$ cat config.mk
export PLATFORM = sky130hd
export DESIGN_NAME = memory_bus_arbiter
export DESIGN_NICKNAME = d
export VERILOG_FILES = /design/src/rtl/memory_bus_arbiter_pkg.sv /design/src/rtl/memory_rr_grant.sv /design/src/rtl/memory_bus_arbiter.sv
export SDC_FILE = /design/constraint.sdc
export NUM_CORES = 1
export LEC_CHECK = 0
export CORE_AREA = 4 4 146 148
export CTS_CLUSTER_DIAMETER = 80
export DETAILED_ROUTE_END_ITERATION = 7
export DIE_AREA = 0 0 150 152
export GPL_TIMING_DRIVEN = 0
export PLACE_DENSITY = 0.62
export SLEW_MARGIN = 5
export SYNTH_ARGS = -nofsm -noshare
export SYNTH_HDL_FRONTEND = slang
export SYNTH_HIERARCHICAL = 1
export SYNTH_SLANG_ARGS = --single-unit
$ cat constraint.sdc
create_clock -name clk -period 1.84 [get_ports clk]
set_input_delay 0.184 -clock clk [delete_from_list [all_inputs] [get_ports clk]]
set_output_delay 0.184 -clock clk [all_outputs]
set_load 0.01 [all_outputs]
$ cat src/rtl/memory_bus_arbiter_pkg.sv
// Shared types for the two-port memory bus arbiter: FSM state encoding and
// requester IDs (the IDs double as the memory_mux_selector encoding).
package memory_bus_arbiter_pkg;

   typedef enum logic [1:0] {
      IDLE    = 2'd0,
      ACCESS  = 2'd1,
      RESPOND = 2'd2
   } state_t;

   localparam logic REQ_CORE = 1'b0;
   localparam logic REQ_CTRL = 1'b1;

endpackage

$ cat src/rtl/memory_rr_grant.sv
// Combinational two-requester round-robin grant; lock masks out the core port.
module memory_rr_grant
   import memory_bus_arbiter_pkg::*;
(
   input  logic [1:0] req,
   input  logic       last_grant,
   input  logic       lock,
   output logic       grant_c,
   output logic       valid_c
);

   logic [1:0] eligible;

   always_comb begin
      eligible = lock ? {req[REQ_CTRL], 1'b0} : req;
      valid_c  = |eligible;
      grant_c  = REQ_CORE;
      // On a tie the port that did not win last time goes next.
      if (eligible == 2'b11) begin
         grant_c = ~last_grant;
      end else if (eligible[REQ_CTRL]) begin
         grant_c = REQ_CTRL;
      end
   end

endmodule

$ cat src/rtl/memory_bus_arbiter.sv
// Shares one memory port between the core bus and the Interpreter bus, one
// transaction at a time, with registered strobes, read data and responses.
module memory_bus_arbiter
   import memory_bus_arbiter_pkg::*;
#(
   parameter int unsigned ADDR_WIDTH  = 32,
   parameter int unsigned DATA_WIDTH  = 32,
   parameter int unsigned MEM_LATENCY = 1,
   parameter int unsigned LAT_BITS    = 4
)
(
   input  logic                  clk,
   input  logic                  reset,
   input  logic                  core_read,
   input  logic                  core_write,
   input  logic [ADDR_WIDTH-1:0] core_address,
   input  logic [DATA_WIDTH-1:0] core_write_data,
   output logic [DATA_WIDTH-1:0] core_read_data,
   output logic                  core_response,
   input  logic                  ctrl_read,
   input  logic                  ctrl_write,
   input  logic [ADDR_WIDTH-1:0] ctrl_address,
   input  logic [DATA_WIDTH-1:0] ctrl_write_data,
   output logic [DATA_WIDTH-1:0] ctrl_read_data,
   output logic                  ctrl_response,
   input  logic                  ctrl_lock,
   output logic                  mem_read,
   output logic                  mem_write,
   output logic [ADDR_WIDTH-1:0] mem_address,
   output logic [DATA_WIDTH-1:0] mem_write_data,
   input  logic [DATA_WIDTH-1:0] mem_read_data,
   output logic                  memory_mux_selector
);

   state_t                state, state_d;
   logic [LAT_BITS-1:0]   lat_cnt, lat_d;
   logic                  last_grant, last_grant_d;
   logic                  sel_d, mem_read_d, mem_write_d;
   logic [ADDR_WIDTH-1:0] addr_d;
   logic [DATA_WIDTH-1:0] wdata_d, core_rdata_d, ctrl_rdata_d;
   logic                  core_resp_d, ctrl_resp_d;
   logic                  grant_c, grant_valid_c, grant_write_c;

   memory_rr_grant u_grant (
      .req        ({ctrl_read | ctrl_write, core_read | core_write}),
      .last_grant (last_grant),
      .lock       (ctrl_lock),
      .grant_c    (grant_c),
      .valid_c    (grant_valid_c)
   );

   always_comb begin
      state_d       = state;
      lat_d         = lat_cnt;
      last_grant_d  = last_grant;
      sel_d         = memory_mux_selector;
      mem_read_d    = mem_read;
      mem_write_d   = mem_write;
      addr_d        = mem_address;
      wdata_d       = mem_write_data;
      core_rdata_d  = core_read_data;
      ctrl_rdata_d  = ctrl_read_data;
      core_resp_d   = 1'b0;
      ctrl_resp_d   = 1'b0;
      grant_write_c = 1'b0;
      case (state)
         IDLE: begin
            if (grant_valid_c) begin
               // Both strobes set on a port is treated as a write.
               grant_write_c = (grant_c == REQ_CTRL) ? ctrl_write : core_write;
               mem_read_d    = ~grant_write_c;
               mem_write_d   = grant_write_c;
               addr_d        = (grant_c == REQ_CTRL) ? ctrl_address : core_address;
               wdata_d       = (grant_c == REQ_CTRL) ? ctrl_write_data : core_write_data;
               sel_d         = grant_c;
               lat_d         = LAT_BITS'(MEM_LATENCY - 1);
               state_d       = ACCESS;
            end
         end
         ACCESS: begin
            if (lat_cnt == '0) begin
               if (mem_read && memory_mux_selector == REQ_CTRL) ctrl_rdata_d = mem_read_data;
               if (mem_read && memory_mux_selector == REQ_CORE) core_rdata_d = mem_read_data;
               core_resp_d = (memory_mux_selector == REQ_CORE);
               ctrl_resp_d = (memory_mux_selector == REQ_CTRL);
               mem_read_d  = 1'b0;
               mem_write_d = 1'b0;
               state_d     = RESPOND;
            end else begin
               lat_d = lat_cnt - LAT_BITS'(1);
            end
         end
         RESPOND: begin
            last_grant_d = memory_mux_selector;
            state_d      = IDLE;
         end
         default: state_d = IDLE;
      endcase
   end

   always_ff @(posedge clk) begin
      if (reset) begin
         state               <= IDLE;
         lat_cnt             <= '0;
         last_grant          <= REQ_CTRL;
         memory_mux_selector <= REQ_CORE;
         mem_read            <= 1'b0;
         mem_write           <= 1'b0;
         mem_address         <= '0;
         mem_write_data      <= '0;
         core_read_data      <= '0;
         ctrl_read_data      <= '0;
         core_response       <= 1'b0;
         ctrl_response       <= 1'b0;
      end else begin
         state               <= state_d;
         lat_cnt             <= lat_d;
         last_grant          <= last_grant_d;
         memory_mux_selector <= sel_d;
         mem_read            <= mem_read_d;
         mem_write           <= mem_write_d;
         mem_address         <= addr_d;
         mem_write_data      <= wdata_d;
         core_read_data      <= core_rdata_d;
         ctrl_read_data      <= ctrl_rdata_d;
         core_response       <= core_resp_d;
         ctrl_response       <= ctrl_resp_d;
      end
   end

endmodule
# After elaboration in Yosys (flattened, before gate mapping)
# Index checks and enable logic that the tools add are counted.
# op_classes
eq_ne	6
n_mux	17
n_reduce_logical	13
addsub	1
bitwise_logic	7
# op_table
op	n
2-to-1 mux 32 bit	2
AND reduction 3 bit	4
2-to-1 mux 4 bit	2
one-hot mux 4 bit (2 select lines)	1
2-to-1 mux 1 bit	7
!= test 2 bit (second input constant)	3
NOT 1 bit	5
== test 2 bit (second input constant)	2
zero test 4 bit	1
2-to-1 mux 2 bit	2
one-hot mux 1 bit (2 select lines)	2
one-hot mux 2 bit (2 select lines)	1
AND reduction 2 bit	2
subtractor 4 x 1 -> 4 bit (second input constant)	1
OR reduction 3 bit	1
== test 2 x 1 -> 1 bit (second input constant)	1
logical AND 1 bit	2
zero test 2 bit	1
OR 1 bit	2
nonzero test 2 bit	1
OR reduction 2 bit	1
# word_totals
regBits	140
output_inout_bits	133
inputBits	167
wordCells	56

# Logic depth before layout (Yosys ltp)
# Gate-level depths: netlist of the first run.
# depth
depth_word	8
mapped_depth	8
ltp_nobuf	6

# Modules after synthesis
# The synthesis of the first run kept the hierarchy.
# modules_own_cells
module	seq_area_each_um2	cells_each	area_per_inst_um2	instances
memory_bus_arbiter	2802.7	642	5859.4	1
memory_rr_grant	0.0	4	27.5	1

# Least setup slack after synthesis of the first run
# OpenSTA, ideal clock, no wires.
# synth_path
kind	in2reg
start	in core_read
end	reg mem_address[0]
path_slack_ps	214
path_buffers	3
stages	7
t_arrival_ps	1492
cell_sequence	or2_2 -> a31oi_2 -> clkbuf_1 -> buf_4 -> buf_2 -> mux2i_1 -> a211oi_1
# synth_via
elab_chain_len	5
# synth_rtl
element	line_no	rtl
start, declared	memory_bus_arbiter.sv:14	input logic core_read,
OR 1 bit	memory_bus_arbiter.sv:45	.req ({ctrl_read | ctrl_write, core_read | core_write}),
2-to-1 mux 1 bit	memory_rr_grant.sv:15	eligible = lock ? {req[REQ_CTRL], 1'b0} : req;
== test 2 bit	memory_rr_grant.sv:19	if (eligible == 2'b11) begin
2-to-1 mux 1 bit	memory_rr_grant.sv:19	
net grant_c	memory_bus_arbiter.sv:42	logic grant_c, grant_valid_c, grant_write_c;
2-to-1 mux 32 bit	memory_bus_arbiter.sv:73	addr_d = (grant_c == REQ_CTRL) ? ctrl_address : core_address;
end signal, assigned	memory_bus_arbiter.sv:122	mem_address <= addr_d;
end, declared	memory_bus_arbiter.sv:29	output logic [ADDR_WIDTH-1:0] mem_address,
# The timed path passes the listed nets, and every way through them passes these cells.
# A chain may end at the register's enable or synchronous reset.

# Final worst setup path of the first run
# layout_path
start	reg memory_mux_selector
end	out memory_mux_selector
# layout_lines
element	line_no	rtl
start, declared	memory_bus_arbiter.sv:32	output logic memory_mux_selector
start signal, assigned	memory_bus_arbiter.sv:119	memory_mux_selector <= sel_d;
# No word-level cell between the ends.

==> metrics.yaml, run 1 <==
status: "complete, no violations"
fin_crit_ns: 1.76
path_cells: "clkdlybuf4s50_1"
synth-adder-area-share: 0.00213
synthXorXnorAreaFrac: 0
synth_top_cells_by_area: "dfxtp_1, mux2i_1, a211oi_1"
synth_area_leader_cell: "dfxtp_1"
setup_violations: 0
drive_gt1_frac: 0.0970
antenna_found_initial: 0
gp_congestion: 0.810
drc: 0
hold_viol: 0
end_kind: "primary output"
drtIter0Drc: 293
cp_data_required_time_ns: 1.66
overflow: 0
clk_latency_ns: 0.42
clock_skew_ns: 0.0103
seq_area_um2: 2800
synth_top_family_by_area: "compound AO/OA/AOI/OAI gates"
slew_headroom: 0.564
cts_sinks: 140
yosys_warnings: 6
die_w_um: 150
critPathBufInv: 1
grt_max_degree: 17
post-route-period-util: 0.954
cap_violations: 0
drt_first_pass_iters: 4
synth_top_cell_area_share: 0.476
syn_area_per_cell_um2: 9.11
power_w: 0.0104
max_stage_delay_ns: 0.65
cellPowerDensity_nw_per_um2: 1050
cp_top_family: "buffers and inverters"
place_ws_ns: -0.735
yosysMostFrequentCell: "dfxtp_1"
yosysSeqAreaShare: 0.476
synth_compound_area_frac: 0.213
core_um2: 20000
dp_hpwl_um: 16900
layout.nets: 1135
fillers: 1950
rsz0062_at_grt: "no"
grt_pass1_wl_um: 32800
cts-root-buf: "clkbuf_16"
synth_area_um2: 5890
num_rows: 52
grt_pass1_vias: 5947
die_h_um: 152
io_pins: 300
ys_types: 42
initial_core_util: 0.294
ctsLongestPathBuffers: 2
antenna_cells: 0
vias: 5989
io_buffers: 298
synthSimpleGateAreaFrac: 0.138
worst_pin_slew_ns: 0.655
cts_tree: "built"
fin_util: 0.497
synth-edff-count: 0
syn_inst: 646
die_area_um2: 22800
ant_nets: 0
viasPerCell: 4.80
vdd_drop_max_v: 0.000551
start_kind: "flip-flop"
syn_to_final_growth_pct: 69.0
hold_class: "in -> reg"
finalNonFillerCells: 1249
cpMaxStageDelayCell: "clkdlybuf4s50_1"
p_leak_nw: 3.71
syn_nets: 814
numCtsBuffers: 17
async_flop_share: 0
synthTopCellsByCount: "dfxtp_1, a21oi_1, a211oi_1, nor2_1"
max_freq_ghz: 0.570
worstSetupPathType: "reg -> out"
multi_input_area_um2: 2760
dp.cells: 1214
drv_slew: 0
routed_wl_um: 21700
cts_htree_levels: 4
yosys_most_used_dff: "dfxtp_1"
clkTransAtPathRegs_ns: 0.06
synthMuxAreaShare: 0.111
arrival_ns: 1.57
setup_slack_ns: 0.0846
hold_ws_ns: 0.242
grtUsageTotal: 0.184
wire_per_inst_um: 17.4
path_max_fanout: 9
ys_ff_latch: 140
-- flip-flops by register name, indices dropped and copies added, names as in the netlist --
register             count
core_read_data          32
core_response            1
ctrl_read_data          32
ctrl_response            1
last_grant               1
lat_cnt                  4
mem_address             32
mem_read                 1
mem_write                1
mem_write_data          32
memory_mux_selector      1
state                    2
-- layout by cell type, fill, tap and decap left out, drive strengths merged, types with 3 or more instances in the layout --
master         synthesis  final
a21oi                 68     68
nand3                 65     65
nor3b                  4      4
clkinv                 0      3
buf                   40     44
mux2i                 65     65
a211oi                66     66
inv                    4      4
o21ai                 67     67
bufinv                 0      5
clkbuf                27     48
dfxtp                140    140
clkdlybuf4s50          0    298
nand2                  3      3
nor2b                  3      3
nor2                  66     66
-- cell families after synthesis --
family,count (synthesis)
buf+inv,71
fa+ha+maj,1
simple gates,160
compound gates,209
flops,140
mux,65
-- routing by layer --
metal | vias to the layer above | GRT usage | wire, um
met2 | 246 | 0.312 | 10500
met5 | - | 0 | 0
met4 | 0 | 0.0540 | 301
li1 | 2993 | - | -
met3 | 23 | 0.0569 | 1970
met1 | 2727 | 0.223 | 8960
-- report_power, final --
group | internal (W) | switching, W | total (W)
logic | 0.00148 | 0.00155 | 0.00303
clock network | 0.00251 | 0.00129 | 0.00380
registers | 0.00339 | 0.000188 | 0.00358
total | 0.00737 | 0.00303 | 0.0104
-- cell type report --
cell class                      count  area share
Tap cell                          270      0.0339
Timing Repair Buffer              302       0.303
Buffer                             67      0.0370
Sequential cell                   140       0.282
Clock buffer                       21      0.0473
Inverter                            4     0.00151
Multi-Input combinational cell    435       0.277
Clock inverter                     10      0.0189
-- final timing paths --
check / from / end / slack [ns] / cells past startpoint
setup reg to reg: lat_cnt[0]$_SDFFE_PP0P_ / mem_write$_SDFFE_PP0P_ / 0.16 / 5
hold reg to reg: core_read_data[19]$_SDFFE_PP0P_ / core_read_data[19]$_SDFFE_PP0P_ / 0.47 / 2
hold / removal: reset / lat_cnt[3]$_SDFFE_PP0P_ / 0.24 / 3
setup / recovery: memory_mux_selector$_SDFFE_PP0P_ / memory_mux_selector / 0.08 / 1
-- timing repair --
| action | in CTS | in global routing |
|---|---|---|
| setup endpoints to repair | 29 | 65 |
| gates resized for setup | 7 | 12 |
| setup buffers | 0 | 4 |
| hold buffers | 0 | 0 |
-- per-stage QoR --
| stage | instance area (um2) | TNS (ns) |
|---|---|---|
| final | 9950 | 0 |
| after global routing | 9950 | 0 |
| after CTS | 9890 | 0 |
| after detailed placement | 9210 | -24.61 |
| after global placement | 9210 | -23.45 |
| after floorplan | 5890 | 0 |
No activity file was read; power rests on OpenSTA's default activity.
==> inputs of run 2 (changes only) <==
Settings changed: CTS_BUF_LIST set to sky130_fd_sc_hd__clkbuf_4 sky130_fd_sc_hd__clkbuf_8, GPL_ROUTABILITY_DRIVEN set to 0.
==> run 2 against run 1 <==
  * Register-to-register slack about the same
  * Sequential share of layout area up 0.64 points
  * Sequential power is essentially flat
  * Critical endpoint is now mem_address[1]$_SDFFE_PP0P_
  * Highest routed layer unchanged
==> metrics.yaml, run 2 (synthesized netlist as in run 1, its figures left out) <==
drtIter0Drc: 293  # unchanged
syn_to_final_growth_pct: 65.3
cts_tree: "built"
drt_first_pass_iters: 5  # +1
rsz0062_at_grt: "no"
cts_htree_levels: 4  # unchanged
drv_slew: 0  # unchanged
routed_wl_um: 21700  # -0.35%
overflow: 0  # unchanged
clkTransAtPathRegs_ns: 0.07  # about the same
io_pins: 300  # unchanged
final_cell_mix: "clkdlybuf4s50_1, dfxtp_1, a21oi_1, nor2_1, a211oi_1"
clk_latency_ns: 0.44  # +0.02 ns
die_area_um2: 22800  # unchanged
die_w_um: 150  # unchanged
slew_headroom: 0.577  # +0.0134
die_h_um: 152  # unchanged
dp_hpwl_um: 16900  # unchanged
post-route-period-util: 0.960  # +0.00572
initial_core_util: 0.294  # unchanged
core_um2: 20000  # unchanged
layout.nets: 1131  # -0.35%
status: "complete, no violations"
antenna_cells: 0  # unchanged
vias: 5974  # -0.25%
antenna_found_initial: 0  # unchanged
ctsLongestPathBuffers: 2  # unchanged
worst_pin_slew_ns: 0.635  # -0.0201 ns
hold_viol: 0  # unchanged
start_kind: "input port"
combPwrFrac: 0.317  # +0.026
numCtsBuffers: 17  # unchanged
p_switching_w: 0.00293  # -3.4%
seq_power_share: 0.376  # +0.032
clock_skew_ns: 0.0139  # +0.00357 ns
cap_violations: 0  # unchanged
p_leak_nw: 3.60  # -2.9%
internal-power_w: 0.00658  # -11%
drive_gt1_frac: 0.0944  # -0.00268
power_frac_clock: 0.307  # -0.058
viasPerCell: 4.80  # about the same
switching_share: 0.308  # +0.0166
setup_slack_ns: 0.0741  # -0.0105 ns
path_max_fanout: 10  # +1
wire_per_inst_um: 17.4  # about the same
setup_violations: 0  # unchanged
end_kind: "flip-flop"
cts_setup_buffers: 0  # unchanged
grtUsageTotal: 0.183  # -0.000433
cp_data_required_time_ns: 2.15  # +0.49 ns
hold_ws_ns: 0.201  # -0.0404 ns
drc: 0  # unchanged
io_buffers: 298  # unchanged
cts_sinks: 140  # unchanged
grt_pass1_wl_um: 32700  # -0.27%
layout_commonest_cell: "clkdlybuf4s50_1"
cts-root-buf: "clkbuf_8"
fin_crit_ns: 1.77  # +0.0105 ns
arrival_ns: 2.07  # +0.50 ns
worstSetupPathType: "in -> reg"
fillers: 1969  # +0.97%
hold_class: "in -> reg"
num_rows: 52  # unchanged
cellPowerDensity_nw_per_um2: 977  # -6.6%
ant_nets: 0  # unchanged
place_ws_ns: -0.735  # unchanged
max_freq_ghz: 0.566  # -0.60%
grt_max_degree: 17  # unchanged
grt_pass1_vias: 5932  # -0.25%
vdd_drop_max_v: 0.000491  # -11%
==> run 2: changes by cell type in the layout (fill, tap and decap cells not counted), sizes merged <==
cell and change:
buf -4
==> run 2: stage by stage <==
step                      instances  power (W)  instance area [um2]   util  setup TNS (ns)
after detailed placement       1214    0.00665                 9210  0.459          -24.61
after global placement         1214    0.00664                 9210  0.459          -23.45
after global routing           1245     0.0100                 9730  0.486               0
after floorplan                 646    0.00510                 5890      -               0
after CTS                      1245    0.00960                 9700  0.484         -0.0126
final                          1245    0.00951                 9730  0.486               0
==> run 2: path summary, 6_finish.rpt <==
path                                         from                              end  slack (ns)  cells past startpoint
setup / recovery                       core_write      mem_address[1]$_SDFFE_PP0P_        0.07                      8
setup reg to reg          lat_cnt[0]$_SDFFE_PP0P_           mem_write$_SDFFE_PP0P_        0.16                      5
hold / removal                              reset          lat_cnt[3]$_SDFFE_PP0P_        0.20                      3
hold reg to reg   core_read_data[19]$_SDFFE_PP0P_  core_read_data[19]$_SDFFE_PP0P_        0.47                      2
==> run 2: cell type report <==
cell class,count,area [um2],share of cell area
Timing Repair Buffer,298,2980,0.306
Clock inverter,10,188,0.0193
Tap cell,270,338,0.0347
Sequential cell,140,2800,0.288
Multi-Input combinational cell,435,2760,0.283
Buffer,67,367,0.0377
Inverter,4,15.0,0.00154
Clock buffer,21,283,0.0291
==> run 2: power groups by stage <==
stage | combinational [W] | clock [W] | sequential, W
after floorplan | 0.00132 | 0 | 0.00378
after global placement | 0.00302 | 0 | 0.00362
after detailed placement | 0.00301 | 0 | 0.00364
after CTS | 0.00303 | 0.00300 | 0.00357
after global routing | 0.00327 | 0.00315 | 0.00362
final | 0.00301 | 0.00292 | 0.00357
==> run 2: layer usage <==
layer / global-route usage / wire [um] / share of wire
met3: 0.0640 / 1950 / 0.090
met1: 0.222 / 8890 / 0.41
met2: 0.310 / 10600 / 0.49
met5: 0 / 0 / 0
met4: 0.0466 / 251 / 0.012
==> run 2: timing repair <==
action | 4_1_cts | 5_1_grt
hold buffers | 0 | 0
endpoints found under the hold margin | 0 | 0
resized for setup | 5 | 14
setup endpoints to repair | 19 | 70
gates cloned | 0 | 0
==> run 2: critical path, cell delays in order <==
cell and delay [ns]:
clkdlybuf4s50_1 0.42, or2_2 0.30, a31oi_2 0.18, clkbuf_1 0.17, buf_6 0.21, buf_6 0.20, mux2i_4 0.29, a211oi_1 0.10
